**config.mk**
```make
export PLATFORM = sky130hd
export DESIGN_NAME = dbg_snap_ctrl
export DESIGN_NICKNAME = d
export VERILOG_FILES = /design/src/rtl/dbg_snap_pkg.sv /design/src/rtl/dbg_key_decode.sv /design/src/rtl/dbg_snap_ctrl.sv
export SDC_FILE = /design/constraint.sdc
export NUM_CORES = 2
export LEC_CHECK = 0
export CAP_MARGIN = 10
export CORE_AREA = 2 2 267 295
export DETAILED_ROUTE_END_ITERATION = 8
export DIE_AREA = 0 0 269 297
export PLACE_DENSITY = 0.93
export SLEW_MARGIN = 20
export SYNTH_ARGS = -nofsm -noshare
export SYNTH_HDL_FRONTEND = slang
export SYNTH_HIERARCHICAL = 1
export SYNTH_SLANG_ARGS = --single-unit
```
**constraint.sdc**
```tcl
create_clock -name clk -period 3.8 [get_ports clk]
set_input_delay 0.57 -clock clk [delete_from_list [all_inputs] [get_ports clk]]
set_output_delay 0.57 -clock clk [all_outputs]
set_load 0.005 [all_outputs]
```
**src/rtl/dbg_snap_pkg.sv**
```systemverilog
// Shared types and constants for the debug snapshot controller.
// Optional macro DBG_SNAP_TIMEOUT_EN (used in dbg_snap_ctrl) enables the per-read wait timeout.
package dbg_snap_pkg;

    typedef enum logic [1:0] {
        ST_IDLE = 2'd0,
        ST_READ = 2'd1,
        ST_DONE = 2'd2
    } snap_state_e;

    // PS/2 make codes for the three control keys
    localparam logic [7:0] KEY_FREEZE = 8'h2B;
    localparam logic [7:0] KEY_PAGE   = 8'h4D;
    localparam logic [7:0] KEY_FORCE  = 8'h5A;

    localparam int DEF_NREG = 32;
    localparam int DEF_WIN  = 16;

    localparam logic [31:0] FILL_VALUE    = 32'hDEADBEEF;
    localparam logic [7:0]  TIMEOUT_LIMIT = 8'hFF;

    function automatic logic is_control_key(input logic [7:0] code);
        return (code == KEY_FREEZE) || (code == KEY_PAGE) || (code == KEY_FORCE);
    endfunction

endpackage

```
**src/rtl/dbg_key_decode.sv**
```systemverilog
// Turns a keyboard make-code strobe into one-cycle freeze/page/force pulses.
module dbg_key_decode
    import dbg_snap_pkg::*;
(
    input  logic       key_valid,
    input  logic [7:0] key_code,
    output logic       toggle_freeze,
    output logic       next_page,
    output logic       force_pulse
);

    always_comb begin
        toggle_freeze = 1'b0;
        next_page     = 1'b0;
        force_pulse   = 1'b0;
        if (key_valid && is_control_key(key_code)) begin
            case (key_code)
                KEY_FREEZE: toggle_freeze = 1'b1;
                KEY_PAGE:   next_page     = 1'b1;
                KEY_FORCE:  force_pulse   = 1'b1;
                default: ;
            endcase
        end
    end

endmodule

```
**src/rtl/dbg_snap_ctrl.sv**
```systemverilog
// Captures a coherent register window plus PC/instruction once per frame for the debug display.
// Define DBG_SNAP_TIMEOUT_EN to fill unanswered reads with a marker after a bounded wait.
module dbg_snap_ctrl
    import dbg_snap_pkg::*;
#(
    parameter int NREG = DEF_NREG,
    parameter int WIN  = DEF_WIN,
    parameter int AW   = 5
) (
    input  logic              clk,
    input  logic              rst,
    input  logic              frame_start,
    input  logic              key_valid,
    input  logic [7:0]        key_code,
    input  logic [31:0]       pc_in,
    input  logic [31:0]       inst_in,
    output logic              rd_req,
    output logic [AW-1:0]     rd_addr,
    input  logic              rd_ack,
    input  logic [31:0]       rd_data,
    output logic [31:0]       pc_snap,
    output logic [31:0]       inst_snap,
    output logic [32*WIN-1:0] regs_flat,
    output logic [AW-1:0]     win_base,
    output logic              snap_valid,
    output logic              frozen,
    output logic              busy
);

    localparam int              IW        = (WIN > 1) ? $clog2(WIN) : 1;
    localparam logic [AW-1:0]   PAGE_STEP = AW'(WIN % NREG);
    localparam logic [IW-1:0]   LAST_IDX  = IW'(WIN - 1);

    snap_state_e            state_q, state_d;
    logic [IW-1:0]          idx_q, idx_d;
    logic [AW-1:0]          cur_base_q, cur_base_d;
    logic [AW-1:0]          page_pending_q, page_pending_d;
    logic                   force_pend_q, force_pend_d;
    logic                   frozen_q, frozen_d;
    logic [WIN-1:0][31:0]   shadow_q, shadow_d;
    logic [31:0]            pc_shadow_q, pc_shadow_d;
    logic [31:0]            inst_shadow_q, inst_shadow_d;

    logic                   rd_req_q, rd_req_d;
    logic [AW-1:0]          rd_addr_q, rd_addr_d;
    logic [WIN-1:0][31:0]   regs_q, regs_d;
    logic [31:0]            pc_snap_q, pc_snap_d;
    logic [31:0]            inst_snap_q, inst_snap_d;
    logic [AW-1:0]          win_base_q, win_base_d;
    logic                   snap_valid_q, snap_valid_d;
    logic                   busy_q, busy_d;

    logic                   toggle_freeze, next_page, force_pulse;
    logic                   start_capture, last_read, advance, timeout_hit;
    logic [31:0]            slot_data;

    dbg_key_decode u_key_decode (
        .key_valid     (key_valid),
        .key_code      (key_code),
        .toggle_freeze (toggle_freeze),
        .next_page     (next_page),
        .force_pulse   (force_pulse)
    );

    // A pending force wins over freeze; a frame pulse arriving together with it still yields one capture
    assign start_capture = (state_q == ST_IDLE) && ((frame_start && !frozen_q) || force_pend_q);
    assign last_read     = (idx_q == LAST_IDX);
    assign advance       = (state_q == ST_READ) && (rd_ack || timeout_hit);
    assign slot_data     = rd_ack ? rd_data : FILL_VALUE;

`ifdef DBG_SNAP_TIMEOUT_EN
    logic [7:0] wait_q, wait_d;

    assign timeout_hit = (wait_q == TIMEOUT_LIMIT);

    always_comb begin
        wait_d = 8'd0;
        if ((state_q == ST_READ) && !rd_ack && !timeout_hit) begin
            wait_d = wait_q + 8'd1;
        end
    end

    always_ff @(posedge clk or negedge rst) begin
        if (!rst) begin
            wait_q <= 8'd0;
        end else begin
            wait_q <= wait_d;
        end
    end
`else
    assign timeout_hit = 1'b0;
`endif

    always_ff @(posedge clk or negedge rst) begin
        if (!rst) begin
            state_q <= ST_IDLE;
        end else begin
            state_q <= state_d;
        end
    end

    always_comb begin
        state_d = state_q;
        case (state_q)
            ST_IDLE: if (start_capture) state_d = ST_READ;
            ST_READ: if (advance && last_read) state_d = ST_DONE;
            ST_DONE: state_d = ST_IDLE;
            default: state_d = ST_IDLE;
        endcase
    end

    always_comb begin
        idx_d          = idx_q;
        cur_base_d     = cur_base_q;
        pc_shadow_d    = pc_shadow_q;
        inst_shadow_d  = inst_shadow_q;
        shadow_d       = shadow_q;
        page_pending_d = page_pending_q;
        force_pend_d   = force_pend_q;
        frozen_d       = frozen_q;

        if (start_capture) begin
            idx_d         = '0;
            cur_base_d    = page_pending_q;
            pc_shadow_d   = pc_in;
            inst_shadow_d = inst_in;
        end
        if (advance) begin
            shadow_d[idx_q] = slot_data;
            if (!last_read) begin
                idx_d = idx_q + IW'(1);
            end
        end

        if (toggle_freeze) begin
            frozen_d = !frozen_q;
        end
        if (next_page) begin
            page_pending_d = page_pending_q + PAGE_STEP;
        end
        // A fresh Enter arriving as IDLE is left is kept rather than lost
        if (start_capture) begin
            force_pend_d = 1'b0;
        end
        if (force_pulse) begin
            force_pend_d = 1'b1;
        end
    end

    always_comb begin
        rd_req_d     = (state_d == ST_READ);
        busy_d       = (state_d != ST_IDLE);
        rd_addr_d    = rd_addr_q;
        regs_d       = regs_q;
        pc_snap_d    = pc_snap_q;
        inst_snap_d  = inst_snap_q;
        win_base_d   = win_base_q;
        snap_valid_d = snap_valid_q;

        if (rd_req_d) begin
            rd_addr_d = cur_base_d + AW'(idx_d);
        end
        if (state_q == ST_DONE) begin
            regs_d       = shadow_q;
            pc_snap_d    = pc_shadow_q;
            inst_snap_d  = inst_shadow_q;
            win_base_d   = cur_base_q;
            snap_valid_d = 1'b1;
        end
    end

    always_ff @(posedge clk or negedge rst) begin
        if (!rst) begin
            idx_q          <= '0;
            cur_base_q     <= '0;
            page_pending_q <= '0;
            force_pend_q   <= 1'b0;
            frozen_q       <= 1'b0;
            shadow_q       <= '0;
            pc_shadow_q    <= '0;
            inst_shadow_q  <= '0;
            rd_req_q       <= 1'b0;
            rd_addr_q      <= '0;
            regs_q         <= '0;
            pc_snap_q      <= '0;
            inst_snap_q    <= '0;
            win_base_q     <= '0;
            snap_valid_q   <= 1'b0;
            busy_q         <= 1'b0;
        end else begin
            idx_q          <= idx_d;
            cur_base_q     <= cur_base_d;
            page_pending_q <= page_pending_d;
            force_pend_q   <= force_pend_d;
            frozen_q       <= frozen_d;
            shadow_q       <= shadow_d;
            pc_shadow_q    <= pc_shadow_d;
            inst_shadow_q  <= inst_shadow_d;
            rd_req_q       <= rd_req_d;
            rd_addr_q      <= rd_addr_d;
            regs_q         <= regs_d;
            pc_snap_q      <= pc_snap_d;
            inst_snap_q    <= inst_snap_d;
            win_base_q     <= win_base_d;
            snap_valid_q   <= snap_valid_d;
            busy_q         <= busy_d;
        end
    end

    assign rd_req     = rd_req_q;
    assign rd_addr    = rd_addr_q;
    assign regs_flat  = regs_q;
    assign pc_snap    = pc_snap_q;
    assign inst_snap  = inst_snap_q;
    assign win_base   = win_base_q;
    assign snap_valid = snap_valid_q;
    assign frozen     = frozen_q;
    assign busy       = busy_q;

endmodule
```
# After elaboration in Yosys (flattened, before gate mapping)
# Index checks and enable logic that the tools add are counted.
dict set report totals {
  reg_bits 1183
  latchBits 0
  ram_bits 0
  mem_bits_ro 0
  in_bits 109
  out_inout_bits 590
  mem_count 0
}
dict set report op_classes {
  add_sub_neg 3
  mul 0
  n_div 0
  order_cmp 2
  n_eq_ne 7
  n_shift 0
  muxes 19
  bitwise_logic 0
  n_reduce_logical 13
}
# operator n
set op_table {}
lappend op_table {{$bwmux W512} 1}
lappend op_table {{$demux W32 S4} 1}
lappend op_table {{$mux W32} 2}
lappend op_table {{$eq A8 B7 Y1 const B} 2}
lappend op_table {{$mux W4} 3}
lappend op_table {{$eq A8 B6 Y1 const B} 1}
lappend op_table {{$mux W1} 8}
lappend op_table {{$logic_and A1 B1 Y1} 6}
lappend op_table {{$add A5 B4 Y5} 1}
lappend op_table {{$add A5 B5 Y5 const B} 1}
lappend op_table {{$lt A4 B5 Y1 const B} 1}
lappend op_table {{$mux W5} 1}
lappend op_table {{$add A4 B1 Y4 const B} 1}
lappend op_table {{$eq A2 B1 Y1 const B} 2}
lappend op_table {{$eq A4 B4 Y1 const B} 1}
lappend op_table {{$ge A4 B1 Y1 const B} 1}
lappend op_table {{$mux W2} 2}
lappend op_table {{$pmux W2 S2} 1}
lappend op_table {{$reduce_bool A2 Y1} 2}
lappend op_table {{$logic_or A1 B1 Y1} 3}
lappend op_table {{$eq A2 B2 Y1 const B} 1}
lappend op_table {{$logic_not A2 Y1} 1}
lappend op_table {{$logic_not A1 Y1} 1}

# Logic depth before layout (Yosys ltp)
dict set report logic_depth {
  ltp_word 8
  depth_mapped 12
}

# Modules after synthesis
# Netlist, hierarchy kept.
# module n_inst cells_each area_each_um2 seq_area_each_um2
set by_module_without_submodules {}
lappend by_module_without_submodules {dbg_snap_ctrl 1 3141 43380.4 29503.3}
lappend by_module_without_submodules {dbg_key_decode 1 7 77.6 0.0}

# Worst setup path after synthesis
# Ideal clock, no wire load.
dict set report synth_timing {
  kind {input-to-reg}
  startpoint {input port rd_ack}
  endpoint {register rd_addr_q[4] (netlist: rd_addr[4])}
  setup_ns 0.080
  arrival_time_ns 2.538
  required_time_ns 3.720
  slack_ns 1.182
  path_stages 12
  path_buffers 2
  cell_sequence {and3b_1 > buf_6 > buf_6 > nand2_1 > nand3_1 > o21ai_0 > ha_1 > fa_1 > a211oi_1 > o21ai_0 > a21o_1 > a2bb2oi_1}
}
# item line
set synth_rtl {}
lappend synth_rtl {{from (decl)} dbg_snap_ctrl.sv:19} ;# input logic rd_ack,
lappend synth_rtl {{$logic_and A1 B1 Y1} dbg_snap_ctrl.sv:68} ;# assign advance = (state_q == ST_READ) && (rd_ack || timeout_hit);
lappend synth_rtl {{$mux W4} dbg_snap_ctrl.sv:128} ;# if (advance) begin
lappend synth_rtl {{via idx_d[0]} dbg_snap_ctrl.sv:35} ;# logic [IW-1:0] idx_q, idx_d;
lappend synth_rtl {{$add A5 B4 Y5} dbg_snap_ctrl.sv:161} ;# rd_addr_d = cur_base_d + AW'(idx_d);
lappend synth_rtl {{to (signal assigned)} dbg_snap_ctrl.sv:200} ;# rd_addr_q <= rd_addr_d;
lappend synth_rtl {{to (decl)} dbg_snap_ctrl.sv:45} ;# logic [AW-1:0] rd_addr_q, rd_addr_d;
# The timed path passes the listed nets, and every way through them passes these cells.
# A chain may end at the register's enable or synchronous reset.

# Final worst setup path
dict set report layout_timing {
  startpoint {register idx_q[0]}
  endpoint {register rd_addr_q[4] (netlist: rd_addr[4])}
}
# item line
set layout_rtl {}
lappend layout_rtl {{from (decl)} dbg_snap_ctrl.sv:35}
lappend layout_rtl {{from (signal assigned)} dbg_snap_ctrl.sv:191} ;# idx_q <= idx_d;
lappend layout_rtl {{$add A4 B1 Y4, or another cell as far along} dbg_snap_ctrl.sv:131} ;# idx_d = idx_q + IW'(1);
lappend layout_rtl {{$mux W4} dbg_snap_ctrl.sv:130} ;# if (!last_read) begin
lappend layout_rtl {{$mux W4 *} dbg_snap_ctrl.sv:128}
lappend layout_rtl {{via idx_d[0]} dbg_snap_ctrl.sv:35}
lappend layout_rtl {{$add A5 B4 Y5 *} dbg_snap_ctrl.sv:161}
# Mark *: on every way through the listed nets, which the timed path passes. The rest lies on a longest branch.

==> results_dict.tcl <==
set metrics [dict create \
    status "finished clean" \
    power_frac_clock 0.343 \
    rsz0062_at_grt "no" \
    tns_ns 0 \
    ys_async_sr_fraction 1.000 \
    p_seq_frac 0.513 \
    max_cap_violations 0 \
    ys_types 41 \
    grt_start_max_net_pins 113 \
    totalWireLength_mm 135.7 \
    gr-usage-all-layers 0.3426 \
    numCtsBuffers 108 \
    mappedNetlistArea_mm2 0.04346 \
    antenna_found_initial 12 \
    drive_gt1_frac 0.2555 \
    die_h_um 297 \
    hold_class "reg -> reg" \
    crit_type "reg -> reg" \
    slew_headroom 0.2608 \
    crit_family "adder cells" \
    slowest_delay_ns 0.52 \
    seq_area_frac_synth 0.6789 \
    drc 0 \
    grt_first_pass_wirelength_mm 203.1 \
    rr_startpoint "idx_q[0]$_DFF_PN0_" \
    netlist.top_cell.by_area "dfrtp_1" \
    num-nets-final 3960 \
    reg2regPathDepth 10 \
    crit_chain "ha_1, nand3_1, nand2_1, o21ai_0, ha_1, fa_1, a211oi_1, o21ai_0, a21o_1, a2bb2oi_1" \
    via_count 29780 \
    synth_top_area_frac 0.6789 \
    reg2reg_to "rd_addr[4]$_DFFE_PN0P_" \
    cellLeakagePower_nw 26.84 \
    final_cell_mix "dfrtp_1, clkdlybuf4s50_1, mux2_2, nand2_1, o21ai_0" \
    fin_util 0.7226 \
    cp.depth 10 \
    dpl.hpwl_mm 84.76 \
    fin_crit_sh 0.7982 \
    swShare 0.2824 \
    cts_max_level 3 \
    die-area_mm2 0.07989 \
    drt_first_iter_violations 2745 \
    cts.sinks 1179 \
    fmax_ghz 0.3297 \
    synth_edf_count 0 \
    synthesis.nets 3266 \
    critPathLaunch "idx_q[0]$_DFF_PN0_" \
    setup_violations 0 \
    num_rows 107 \
    setup.worst_path.end_class "flip-flop" \
    final_common_cell "dfrtp_1" \
    switching_power_mw 9.470 \
    io_pins 699 \
    fin_crit_ns 3.033 \
    slew_violations 0 \
    insertion_delay_ns 0.67 \
    crit_path_max_fanout 9 \
    synth_top_flop_cell "dfrtp_1" \
    internal_power_mw 24.07 \
    regToRegSetupSlack_ns 0.77 \
    worst_pin_slew_ns 1.106 \
    firstDrtPassIters 5 \
    postRouteAntennaNets 0 \
    root_buffer "clkbuf_16" \
    vias_per_cell 5.989 \
    crit_arrival_ns 3.62 \
    worstPathRequired_ns 4.38 \
    routedWlPerCell_um 27.29 \
    ys_warn_count 6 \
    cp-start-kind "flip-flop" \
    fp.coreArea_mm2 0.07698 \
    synth_area_per_cell_um2 13.80 \
    die_w_um 269 \
    grt_pass1_vias 32030 \
    ys_seq_elements 1179 \
    grt-ovfl-total 0 \
    cts_tree "yes" \
    gp_congestion 0.8699 \
    fin_worst_skew_ns 0.03532 \
    portBuffers 698 \
    p_comb_frac 0.144 \
    syn-instance-count 3148 \
    clk_path_buf_depth 3 \
    path_buf_inv 0 \
    finalHoldViolations 0 \
    synth.area.top_cells "dfrtp_1, mux2_2, nand2_1" \
    crit_slowest_cell "ha_1" \
    power_density_mw_per_mm2 602.9 \
    start_util 0.5645 \
    crit_end "rd_addr[4]$_DFFE_PN0P_" \
    area_growth_syn_to_layout_pct 28.01 \
    path_clk_slew_ns 0.07 \
    vdd_drop_max_v 0.0005490 \
]
[flip-flops by register name, indices dropped and copies added, names as in the netlist, 2 cells and up]
| signal | flops |
|---|---|
| win_base | 5 |
| shadow_q | 512 |
| pc_snap | 32 |
| state_q | 2 |
| inst_snap | 32 |
| inst_shadow_q | 32 |
| rd_addr | 5 |
| regs_flat | 512 |
| idx_q | 4 |
| pc_shadow_q | 32 |
| cur_base_q | 5 |
[metrics by stage]
| step | std cells | hold WS [ns] | power [mW] | area [um^2] | worst slack, ns |
|---|---|---|---|---|---|
| 2_1_floorplan | 3148 | 0.2744 | 19.45 | 43460 | 1.182 |
| 3_3_place_gp | 4766 | 0.4517 | 21.05 | 51780 | 0.5059 |
| 3_5_place_dp | 4766 | 0.4662 | 21.76 | 51780 | 0.5334 |
| 4_1_cts | 4965 | 0.4785 | 33.53 | 55610 | 0.8330 |
| 5_1_grt | 4969 | 0.4979 | 34.86 | 55620 | 0.5450 |
| 6_report | 4973 | 0.4757 | 33.54 | 55630 | 0.7669 |
[final cells by class]
cell class / instances / area [um^2]
Sequential cell: 1179 / 29500
Tap cell: 1035 / 1295
Fill cell: 4315 / 21350
Multi-Input combinational cell: 1757 / 13050
Timing Repair Buffer: 794 / 7940
Inverter: 2 / 7.507
Antenna cell: 8 / 20.02
Clock buffer: 162 / 3267
Clock inverter: 36 / 550.5
[routing by layer]
layer / track usage / wire [um] / vias up
met1: 0.3986 / 46620 / 15340
met5: 0 / 13 / -
met2: 0.5475 / 66110 / 1711
li1: - / - / 12130
met3: 0.08311 / 11010 / 594
met4: 0.2624 / 11980 / 2
[power by group through the flow]
stage / clock, mW / sequential [mW] / combinational [mW]
CTS: 11.6 / 17.1 / 4.86
floorplan: 0 / 16.6 / 2.89
global placement: 0 / 16.9 / 4.14
global route: 12.1 / 17.4 / 5.36
detailed placement: 0 / 17.2 / 4.59
finish: 11.5 / 17.2 / 4.83
[worst min-delay path, delay by kind of cell (launching register included)]
family          cells  cell delay [ns]
compound gates      1             0.06
simple gates        1             0.05
flops               1             0.34
[cells in the mapped netlist (2+ instances only)]
| cell | number |
|---|---|
| nand3b_1 | 2 |
| nand2_1 | 493 |
| buf_2 | 115 |
| inv_1 | 2 |
| o21ai_0 | 352 |
| ha_1 | 8 |
| nand3_2 | 2 |
| o21ai_1 | 133 |
| clkbuf_1 | 84 |
| nand3_4 | 10 |
| nor2_1 | 4 |
| mux2_2 | 654 |
| dfrtp_1 | 1179 |
| mux2_4 | 28 |
| nand2b_1 | 5 |
| and2_1 | 5 |
| nand3_1 | 4 |
| and4bb_2 | 4 |
| xor2_1 | 4 |
| a21o_1 | 2 |
| buf_4 | 3 |
| buf_6 | 7 |
| nand4_4 | 3 |
| a21oi_1 | 2 |
| nor2b_1 | 27 |
[worst min-delay path by stage]
| stage | start | to | slack (ns) | cells past startpoint |
|---|---|---|---|---|
| floorplan | rst | busy$_DFF_PN0_ | 0.27 | 0 |
| global placement | snap_valid$_DFFE_PN0N_ | snap_valid$_DFFE_PN0N_ | 0.45 | 1 |
| detailed placement | shadow_q[290]$_DFFE_PN0P_ | shadow_q[290]$_DFFE_PN0P_ | 0.47 | 2 |
| CTS | shadow_q[141]$_DFFE_PN0P_ | regs_flat[141]$_DFFE_PN0N_ | 0.48 | 1 |
| global route | shadow_q[76]$_DFFE_PN0P_ | shadow_q[76]$_DFFE_PN0P_ | 0.50 | 2 |
| finish | shadow_q[137]$_DFFE_PN0P_ | shadow_q[137]$_DFFE_PN0P_ | 0.48 | 2 |
[cells by family (layout without fill, tap and decap cells)]
family	after synthesis	count (layout)	synth area share
xor gates and xnor gates	5	5	0.001008
buffers and inverters	212	994	0.02312
and+or+nand+nor	566	566	0.05752
adders and majority gates	9	9	0.002764
DFF	1179	1179	0.6789
muxes	682	682	0.1791
AOI/OAI and AO/OA	495	495	0.05755
other	0	8	0
[timing repair]
| action | 4_1_cts | 5_1_grt |
|---|---|---|
| hold endpoints to repair | 44 | 0 |
| hold buffers | 1 | 0 |
| gates resized for setup | 0 | 0 |
| setup buffers | 0 | 0 |
(Power assumes the default switching activity.)
